### src/rtl/cpc_rom_pkg.sv
// Shared types and helpers for the CPC ROM download path: FSM states,
// the fixed system-image page table and ASCII hex decoding.
package cpc_rom_pkg;

  typedef enum logic [1:0] {
    ST_IDLE,
    ST_ARM,
    ST_WRITE
  } state_t;

  // System image 16 KB segments map to {rom_flag, page}
  localparam logic [8:0] SYS_PAGE_0 = 9'h000;
  localparam logic [8:0] SYS_PAGE_1 = 9'h100;
  localparam logic [8:0] SYS_PAGE_2 = 9'h107;
  localparam logic [8:0] SYS_PAGE_3 = 9'h1FF;

  localparam logic [7:0] CH_Z    = 8'h5A;
  localparam logic [7:0] CH_ZERO = 8'h30;

  function automatic logic [8:0] sys_page(input logic [1:0] sel);
    case (sel)
      2'd0:    return SYS_PAGE_0;
      2'd1:    return SYS_PAGE_1;
      2'd2:    return SYS_PAGE_2;
      default: return SYS_PAGE_3;
    endcase
  endfunction

  // Returns {valid, nibble}; accepts 0-9, A-F, a-f
  function automatic logic [4:0] hex_nib(input logic [7:0] c);
    if (c >= 8'h30 && c <= 8'h39)
      return {1'b1, c[3:0]};
    else if ((c >= 8'h41 && c <= 8'h46) || (c >= 8'h61 && c <= 8'h66))
      return {1'b1, c[3:0] + 4'd9};
    else
      return 5'b0_0000;
  endfunction

endpackage

### src/rtl/rom_page_map.sv
// One valid bit per upper-ROM page; clear beats set, reads return the
// contents before the same-edge update.
module rom_page_map #(
  parameter int PAGE_W = 8
) (
  input  logic              i_clk,
  input  logic              i_clear,
  input  logic              i_set,
  input  logic [PAGE_W-1:0] i_set_page,
  input  logic [PAGE_W-1:0] i_rd_page,
  output logic              o_hit
);

  logic [2**PAGE_W-1:0] r_map;

  always_ff @(posedge i_clk) begin
    o_hit <= r_map[i_rd_page];
    if (i_clear)
      r_map <= '0;
    else if (i_set)
      r_map[i_set_page] <= 1'b1;
  end

endmodule

### src/rtl/exp_rom_loader.sv
// Streams hps_io download bytes into SDRAM banks one ce_ref slot pair per
// bank write, and tracks which upper-ROM pages have been loaded.
module exp_rom_loader
  import cpc_rom_pkg::*;
#(
  parameter int              BANKS    = 2,
  parameter int              PAGE_W   = 8,
  parameter int              ADDR_W   = 23,
  parameter logic [PAGE_W-1:0] BAD_PAGE = 8'hEE,
  parameter int              BANK_W   = (BANKS > 1) ? $clog2(BANKS) : 1
) (
  input  logic              clk_sys,
  input  logic              reset,
  input  logic              ce_ref,
  input  logic              ioctl_download,
  input  logic              ioctl_wr,
  input  logic [24:0]       ioctl_addr,
  input  logic [7:0]        ioctl_dout,
  input  logic [7:0]        ioctl_index,
  input  logic [15:0]       ioctl_file_ext,
  output logic              ioctl_wait,
  output logic              mem_wr,
  output logic [ADDR_W-1:0] mem_addr,
  output logic [BANK_W-1:0] mem_bank,
  output logic [7:0]        mem_din,
  input  logic [PAGE_W-1:0] map_page,
  output logic              map_hit,
  input  logic              map_clear
);

  state_t            r_state;
  logic              r_dl_q;
  logic              r_rom_flag;
  logic [PAGE_W-1:0] r_page;
  logic [PAGE_W-1:0] r_seg_sub;
  logic              r_combo;
  logic              r_mirror;
  logic [PAGE_W-1:0] r_src_pg;

  logic              w_dl_rise;
  logic [4:0]        w_nib_hi;
  logic [4:0]        w_nib_lo;
  logic              w_ext_flag;
  logic [PAGE_W-1:0] w_ext_page;
  logic              w_ext_combo;
  logic [10:0]       w_seg;
  logic [8:0]        w_sys;
  logic              w_sys_ok;
  logic [BANK_W-1:0] w_sys_bank;
  logic [PAGE_W-1:0] w_src_pg;
  logic [PAGE_W-1:0] w_exp_pg;
  logic [ADDR_W-1:0] w_addr;
  logic              w_accept;
  logic              w_next_bank;
  logic              w_map_set;

  always_ff @(posedge clk_sys) begin
    r_dl_q <= ioctl_download;
  end

  assign w_dl_rise = ioctl_download & ~r_dl_q;
  assign w_nib_hi  = hex_nib(ioctl_file_ext[15:8]);
  assign w_nib_lo  = hex_nib(ioctl_file_ext[7:0]);

  always_comb begin
    w_ext_flag  = 1'b1;
    w_ext_page  = BAD_PAGE;
    w_ext_combo = 1'b0;
    if (ioctl_file_ext[15:8] == CH_Z && ioctl_file_ext[7:0] == CH_Z) begin
      w_ext_flag = 1'b0;
      w_ext_page = '0;
    end else if (ioctl_file_ext[15:8] == CH_Z && ioctl_file_ext[7:0] == CH_ZERO) begin
      w_ext_flag  = 1'b0;
      w_ext_page  = '0;
      w_ext_combo = 1'b1;
    end else if (w_nib_hi[4] && w_nib_lo[4]) begin
      w_ext_page = PAGE_W'({w_nib_hi[3:0], w_nib_lo[3:0]});
    end
  end

  assign w_seg      = ioctl_addr[24:14];
  assign w_sys      = sys_page(w_seg[1:0]);
  assign w_sys_ok   = ({21'd0, w_seg} < 32'(4 * BANKS));
  assign w_sys_bank = BANK_W'(w_seg >> 2);
  assign w_src_pg   = ioctl_addr[PAGE_W+13:14];
  // r_seg_sub rebases the file so the segment after a combo switch lands on page '1
  assign w_exp_pg   = r_page + w_src_pg - r_seg_sub;
  assign w_accept   = (ioctl_index != 8'd0) | w_sys_ok;

  always_comb begin
    if (ioctl_index == 8'd0)
      w_addr = {w_sys[8], PAGE_W'(w_sys[7:0]), ioctl_addr[13:0]};
    else
      w_addr = {r_rom_flag, w_exp_pg, ioctl_addr[13:0]};
  end

  assign w_next_bank = r_mirror && (mem_bank != BANK_W'(BANKS - 1));
  assign w_map_set   = (r_state == ST_WRITE) && ce_ref && !w_next_bank &&
                       mem_addr[ADDR_W-1] && !reset;

  always_ff @(posedge clk_sys) begin
    if (reset) begin
      r_state    <= ST_IDLE;
      ioctl_wait <= 1'b0;
      mem_wr     <= 1'b0;
      mem_addr   <= '0;
      mem_bank   <= '0;
      mem_din    <= '0;
      r_rom_flag <= 1'b1;
      r_page     <= BAD_PAGE;
      r_combo    <= 1'b0;
      r_seg_sub  <= '0;
      r_mirror   <= 1'b0;
      r_src_pg   <= '0;
    end else begin
      if (w_dl_rise && ioctl_index != 8'd0) begin
        r_rom_flag <= w_ext_flag;
        r_page     <= w_ext_page;
        r_combo    <= w_ext_combo;
        r_seg_sub  <= '0;
      end
      case (r_state)
        ST_IDLE: begin
          if (ioctl_download && ioctl_wr && w_accept) begin
            mem_addr   <= w_addr;
            mem_bank   <= (ioctl_index == 8'd0) ? w_sys_bank : '0;
            mem_din    <= ioctl_dout;
            r_mirror   <= (ioctl_index != 8'd0);
            r_src_pg   <= w_src_pg;
            ioctl_wait <= 1'b1;
            r_state    <= ST_ARM;
          end
        end
        ST_ARM: begin
          if (ce_ref) begin
            mem_wr  <= 1'b1;
            r_state <= ST_WRITE;
          end
        end
        ST_WRITE: begin
          if (ce_ref) begin
            mem_wr <= 1'b0;
            if (w_next_bank) begin
              mem_bank <= mem_bank + 1'b1;
              r_state  <= ST_ARM;
            end else begin
              r_state    <= ST_IDLE;
              ioctl_wait <= 1'b0;
              if (r_combo && mem_addr[13:0] == 14'h3FFF) begin
                r_rom_flag <= 1'b1;
                r_page     <= '1;
                r_combo    <= 1'b0;
                r_seg_sub  <= r_src_pg + 1'b1;
              end
            end
          end
        end
        default: r_state <= ST_IDLE;
      endcase
    end
  end

  rom_page_map #(
    .PAGE_W(PAGE_W)
  ) u_map (
    .i_clk      (clk_sys),
    .i_clear    (map_clear),
    .i_set      (w_map_set),
    .i_set_page (mem_addr[ADDR_W-2 -: PAGE_W]),
    .i_rd_page  (map_page),
    .o_hit      (map_hit)
  );

endmodule
### config.mk
export PLATFORM = sky130hd
export DESIGN_NAME = exp_rom_loader
export DESIGN_NICKNAME = d
export VERILOG_FILES = /design/src/rtl/cpc_rom_pkg.sv /design/src/rtl/rom_page_map.sv /design/src/rtl/exp_rom_loader.sv
export SDC_FILE = /design/constraint.sdc
export NUM_CORES = 1
export LEC_CHECK = 0
export CAP_MARGIN = 20
export CORE_MARGIN = 8
export CORE_UTILIZATION = 60
export CTS_BUF_LIST = sky130_fd_sc_hd__clkbuf_4
export DETAILED_ROUTE_END_ITERATION = 10
export PLACE_DENSITY_LB_ADDON = 0.3
export SETUP_SLACK_MARGIN = 0.5
export SYNTH_ARGS = -nofsm -noshare
export SYNTH_HDL_FRONTEND = slang
export SYNTH_SLANG_ARGS = --single-unit
### constraint.sdc
create_clock -name clk_sys -period 3.2 [get_ports clk_sys]
set_input_delay 0.64 -clock clk_sys [delete_from_list [all_inputs] [get_ports clk_sys]]
set_output_delay 0.64 -clock clk_sys [all_outputs]
set_load 0.02 [all_outputs]
==> metrics.md, run 1 <==
| Metric | Value |
|---|---|
| DIE HEIGHT | roughly 170 um |
| XOR/XNOR Fraction of Synth Area | about 1.2% |
| Syn Inst Count | 1534 |
| Avg Cell Area, Syn | 8.88 sq um |
| Crit path max-delay family | compound AO/OA/AOI/OAI gates |
| Max cap viols | 0 |
| Starting DRC count in detailed routing | 854 |
| Rel. slew slack | a little over a quarter |
| First-pass GRT wire length | 58.5 mm |
| Post-synth top flop | dfxtp_1 |
| CTS root buffer | clkbuf_4 |
| F_max | 0.374 GHz |
| Critical path required time | roughly 3800 ps |
| Final nets | 1788 |
| Unrepaired setup endpoints after global routing | yes |
| IO Port Bufs | roughly 110 |
| Simple-Gate Fraction of Synth Area | 16.6% |
| # H-tree levels | 3 |
| FF+latch count, synth | 321 |
| Worst-Skew Late Latency | 700 ps |
| PnR worst setup slack | between 500 and 600 ps |
| Combinational family with the most area after synthesis | compound AO/OA/AOI/OAI gates |
| Outcome | finished clean |
| Syn Nets | 1629 |
| Setup violators final | 0 |
| DP Worst Slack | -151 ps |
| Final cell count without fillers | 2043 |
| Compound-Gate Fraction of Synth Area | 16.6% |
| PwrDens | 515 nW/um^2 |
| Cell with the most instances after synthesis | nor2_1 |
| Minimum clock period | about 2700 ps |
| Vias per cell | 5.89 |
| Die ar. | 27800 sq um |
| Cell at the slowest stage of the critical path | fa_1 |
| Placeable Area | 22400 sq um |
| Fin crit share | 83.5% |
| Worst setup EP type | flip-flop |
| Syn Std Cell Area | 13600 sq um |
| Fin. Hold Viols | 0 |
| Routed len/inst | approximately 18 um |
| CP arrival | 3250 ps |
| Ports | 106 |
| Synth Warn # | 0 |
| Dpl cells | 1888 |
| CTS buffer count | 85 |
| Top cell type's share of synthesized area | 47.2% |
| Chip width | 167 um |
| CP Launch Type | primary input |
| Synth area leaders | dfxtp_1, a21oi_1, nor2_1 |
| Initial Utilization | 60.7% |
| Slew @ Worst Pin | 1100 ps |
| Post-DP HPWL | 23.7 mm |
| DRC | 0 |
| Final Skew | 40.8 ps |
| Post-detailed-route count of antenna-violating nets | 0 |
| Initial antenna violation count | 1 |
| Hold WS | about 450 ps |
| Post-synthesis sequential area ratio | 47.2% |
| Asr flop ratio synth | 0% |
| Synth cell types | roughly 70 |
| RePlAce Congestion | 0.924 |
| Commonest cells in the netlist | nor2_1, dfxtp_1, a21oi_1 |
| Worst path bufs/invs | 3 |
| Post-synth EDFFs | 0 |
| Crit path max fanout | 3 |
| Critical path, cell by cell | clkdlybuf4s50_1 -> inv_1 -> fa_1 -> inv_1 -> ha_1 -> a21oi_1 -> o21bai_1 -> a21o_1 -> a21oi_1 -> xor2_1 -> a2111oi_2 |
| Number of global-route vias before repair | approximately 12000 |
| Worst-path clk slew | about 60 ps |
| Leak | 6.37 nW |
| Cell taking the most area after synthesis | dfxtp_1 |
| Rows | 55 |
| WS Path Type | primary input to flip-flop |
| Hold WC Path Type | flip-flop to flip-flop |
| Sink Count | 321 |
| Mux contribution to synthesized area | 10.6% |
| Maximum vdd ir drop | 351 uV |
| Via count | 12000 |
| CTS tree | yes |
| Grt total ovfl | 0 |
| CTS Hold Buffers Added | 0 |
| Drt first pass iters | 5 |
| Largest net degree at the start of global routing | 103 |
| Max stage delay on crit path | 530 ps |
| Area growth syn-to-layout | 19.9% |
| Overall Global Routing Usage | 25.4% |
| Fraction of layout instances using a drive strength above 1 | 15.0% |
| Longest Clk Path Bufs | 3 |
| Fillers | 1685 |
| Synth Area in Adders | 2.59% |
| Slew Viols, Final | 0 |
| Overall routed net length | 36.1 mm |
[timing repair]
| action | 4_1_cts | 5_1_grt |
|---|---|---|
| endpoints found under the setup margin | 0 | 3 |
| endpoints found under the hold margin | 0 | 0 |
| setup buffers | 0 | 1 |
| resized for setup | 0 | 3 |
[path summary, 6_finish.rpt]
check / from / end / slack (ps) / cells after the start
worst max-delay path: ioctl_addr[16] / mem_addr[20] / 530 / 11
worst min-delay path: mem_din[5] / mem_din[5] / 450 / 2
worst max register to register: r_page[2] / mem_addr[20] / 680 / 10
worst min register to register: mem_din[5] / mem_din[5] / 450 / 2
[routing by layer]
| metal | global-route usage, % | vias to the layer above | wire (um) |
|---|---|---|---|
| met5 | 0 | - | 0 |
| met4 | 12.1 | 0 | 1160 |
| met3 | 7.09 | 101 | 3230 |
| met2 | 42.3 | 499 | 17200 |
| met1 | 29.9 | 5738 | 14500 |
| li1 | - | 5701 | - |
[power by group]
part | switching, mW | internal [mW] | total (mW)
sequential | 0.0410 | 4.03 | 4.08
clock | 1.67 | 1.92 | 3.58
combinational | 0.434 | 0.321 | 0.755
[through the flow]
| step | power (mW) | util, % | area [sq um] | setup TNS, ps |
|---|---|---|---|---|
| final | 8.41 | 72.8 | 16300 | 0 |
| after floorplan | 4.60 | - | 13600 | 0 |
| after global routing | 8.77 | 72.8 | 16300 | 0 |
| after CTS | 8.47 | 72.6 | 16300 | 0 |
| after detailed placement | 4.90 | 67.8 | 15200 | -263 |
| after global placement | 4.89 | 67.8 | 15200 | -144 |
[sequential cells by signal, indices dropped and copies added, names as in the netlist]
register and flops:
ioctl_wait 1, r_page 8, r_mirror 1, r_seg_sub 8, r_combo 1, u_map.r_map 256
u_map.o_hit 1, mem_addr 23, r_dl_q 1, r_rom_flag 1, r_state 2, r_src_pg 8
mem_din 8, mem_bank 1, mem_wr 1
[kinds of logic (layout without fill, tap and decap cells)]
family | Yosys count | count (layout)
flip-flops | 321 | 321
XOR/XNOR | 19 | 19
multiplexers | 94 | 94
AO/OA/AOI/OAI | 404 | 404
adder cells (fa/ha/maj) | 24 | 24
AND/OR/NAND/NOR | 523 | 523
buffers and inverters | 149 | 372
other | 0 | 1
[layout make-up]
type | count | area, sq um | area share, %
multi-input cells | 1064 | 6500 | 39.8
flip-flops and latches | 321 | 6430 | 39.4
repair buffers | 183 | 1820 | 11.1
clock buffers | 122 | 916 | 5.61
well taps | 285 | 357 | 2.18
clock inverters | 29 | 166 | 1.02
inverters | 38 | 143 | 0.874
diodes | 1 | 2.50 | 0.0153
[cells in the final DEF, fill, tap and decap left out, drive strengths merged, types with 7 or more instances in the layout]
cell,Yosys,final
ha,17,17
nor2,328,328
buf,44,82
o22ai,20,20
xnor2,8,8
mux4,38,38
nand3,17,17
nand2b,11,11
clkdlybuf4s50,0,100
fa,7,7
a21oi,308,308
clkinv,1,26
clkbuf,66,122
a31oi,17,17
nor4,12,12
xor2,11,11
mux2i,55,55
a22o,8,8
nor3,27,27
o21ai,13,13
dfxtp,321,321
inv,37,39
nand2,89,89
[worst reg2reg max path, cell delays in order, from the launching register on]
cell       delay, ps
dfxtp_1          340
inv_1             80
fa_1             510
inv_1             50
ha_1             310
a21oi_1          160
o21bai_1         100
a21o_1           180
a21oi_1          210
xor2_1           120
a2111oi_2        370
(Power assumes the default switching activity.)
==> run 2, diff against run 1 <==
CORE_UTILIZATION = 55   (was 60)
clock period = 2.25 ns   (was 3.2 ns; I/O delays follow)
==> run 2 against run 1 <==
The flow now finishes with violations (max-capacitance violations, negative setup slack). Power rose by 46%. Non-clock buffer count up 134. Via count rose by 15%. Clock power up 44%. Clock skew is 0.92 ps higher. Flip-flop and latch count unchanged.
==> metrics.md, run 2 (synthesized netlist as in run 1, its figures left out) <==
| Metric | Value |
|---|---|
| Grt total ovfl | 0 |
| Overall Global Routing Usage | a little over a quarter |
| Utilization after layout | 79.0% |
| Violated checks | max-capacitance violations, negative setup slack |
| Critical path's most frequent cell | a21oi_2 |
| Routed len/inst | 22.5 um |
| Placed Area | approximately 16000 sq um |
| Max stage delay on crit path | around 530 ps |
| Most common cell after layout, fill and taps aside | dfxtp_1 |
| Largest reg by FF count | u_map.r_map |
| CTS buffer count | 82 |
| F_max | between 0.3 and 0.4 GHz |
| Rel. slew slack | 1.26% |
| WS Path Type | flip-flop to flip-flop |
| # H-tree levels | 3 |
| Rows | 57 |
| Setup violators final | 15 |
| Critical path, cell by cell | inv_2 -> fa_1 -> inv_1 -> ha_4 -> a21o_1 -> a21oi_2 -> o21bai_2 -> a21oi_2 -> xor2_1 -> a2111oi_1 |
| Cell at the slowest stage of the critical path | a2111oi_1 |
| Multi-input gate area | approximately 8000 sq um |
| DRC | 0 |
| Final Skew | around 42 ps |
| Worst path bufs/invs | 2 |
| Crit path max-delay family | compound AO/OA/AOI/OAI gates |
| Regs by FF count | u_map.r_map x256, mem_addr x23 |
| Fillers | 1318 |
| Worst-Skew Late Latency | approximately 710 ps |
| Fin. Hold Viols | 0 |
| Unrepaired setup endpoints after global routing | yes |
| DIE HEIGHT | 173 um |
| Maximum vdd ir drop | 462 uV |
| Number of global-route vias before repair | about 13000 |
| Area growth syn-to-layout | 41.1% |
| PnR worst setup slack | -350 ps |
| Overall routed net length | 49.6 mm |
| Crit path max fanout | 2 |
| Most frequent cells in the layout | dfxtp_1, nor2_1, a21oi_2 |
| Hold WC Path Type | primary input to flip-flop |
| FF-to-FF path depth | 10 |
| Starting DRC count in detailed routing | 1547 |
| Longest Clk Path Bufs | 3 |
| CTS Hold Buffers Added | 0 |
| IO Port Bufs | 105 |
| Total power | 12.3 mW |
| CP Launch Type | flip-flop |
| Hold Path Cell Cnt | 2 |
| Largest net degree at the start of global routing | 79 |
| RePlAce Congestion | 0.961 |
| Largest register FFs | 256 |
| Fin crit share | 116% |
| Vias per cell | 6.27 |
| Chip width | 173 um |
| DP Worst Slack | -872 ps |
| Worst path depth | 10 |
| Leak | 7.35 nW |
| Initial Utilization | 56.0% |
| Via count | 13800 |
| Setup TNS | -1480 ps |
| Dpl cells | 2012 |
| Final nets | 1920 |
| CTS root buffer | clkbuf_4 |
| Fraction of layout instances using a drive strength above 1 | 37.6% |
| First-pass GRT wire length | around 66 mm |
| Outcome | finished with violations |
| Drt first pass iters | 5 |
| Initial antenna violation count | 1 |
| Sink Count | 321 |
| Ports | 106 |
| Max cap viols | 1 |
| Critical path required time | 2770 ps |
| CTS tree | yes |
| Post-DP HPWL | between 20 and 30 mm |
| Post-detailed-route count of antenna-violating nets | 0 |
| Slew Viols, Final | 0 |
| Hold WS | 118 ps |
| Minimum clock period | 2600 ps |
| CP arrival | 3120 ps |
| Placeable Area | 24300 sq um |
| FF+latch area | 6460 sq um |
| PwrDens | 639 nW/um^2 |
| Die ar. | 30000 sq um |
| Worst-path clk slew | around 70 ps |
| Final cell count without fillers | about 2200 |
| Slew @ Worst Pin | between 1000 and 1500 ps |
| Worst setup EP type | flip-flop |
| Final Cell Area | 19200 sq um |
## run 2: cell types whose count changed in the layout (fill, tap and decap cells not counted), moves of 34 or more
cell / change
a21oi_1: -192
buf_4: +75
a21oi_2: +157
clkdlybuf4s50_1: -39
buf_6: +34
a21oi_4: +36
## run 2: path summary, 6_finish.rpt
| kind | startpoint | to | slack [ps] |
|---|---|---|---|
| setup / recovery | r_page[1] | mem_addr[19] | -350 |
| hold reg to reg | mem_din[6] | mem_din[6] | 450 |
| setup reg to reg | r_page[1] | mem_addr[19] | -350 |
| hold / removal | map_clear | u_map.r_map[135] | 120 |
## run 2: power by group
group          switching (mW)  internal [mW]
Sequential             0.0654           5.74
Clock                    2.44           2.70
Combinational           0.783          0.556
## run 2: worst register-to-register path: stages, from the launching register on
cell	delay, ps
dfxtp_2	340
inv_2	40
fa_1	520
inv_1	70
ha_4	210
a21o_1	170
a21oi_2	200
o21bai_2	100
a21oi_2	150
xor2_1	100
a2111oi_1	530
## run 2: metal layers
layer	up-vias	GRT usage, %	part of all wire (%)
met1	6568	29.9	36
li1	5950	-	-
met3	299	6.29	9.9
met2	1008	45.2	47
met4	0	16.7	7.0
met5	-	0	0
## run 2: cell type report
| cell class | instances | area share (%) |
|---|---|---|
| diodes | 1 | 0.0130 |
| repair buffers | 317 | 16.7 |
| flip-flops and latches | 321 | 33.6 |
| well taps | 324 | 2.11 |
| multi-input cells | 1065 | 41.4 |
| clock inverters | 24 | 0.912 |
| clock buffers | 115 | 4.49 |
| inverters | 38 | 0.801 |
## run 2: what timing repair did
action / 4_1_cts / 5_1_grt
setup buffers: 19 / 24
endpoints found under the setup margin: 338 / 317
endpoints found under the hold margin: 0 / 0
gates cloned: 7 / 3
pin swaps: 98 / 141
resized for setup: 300 / 174
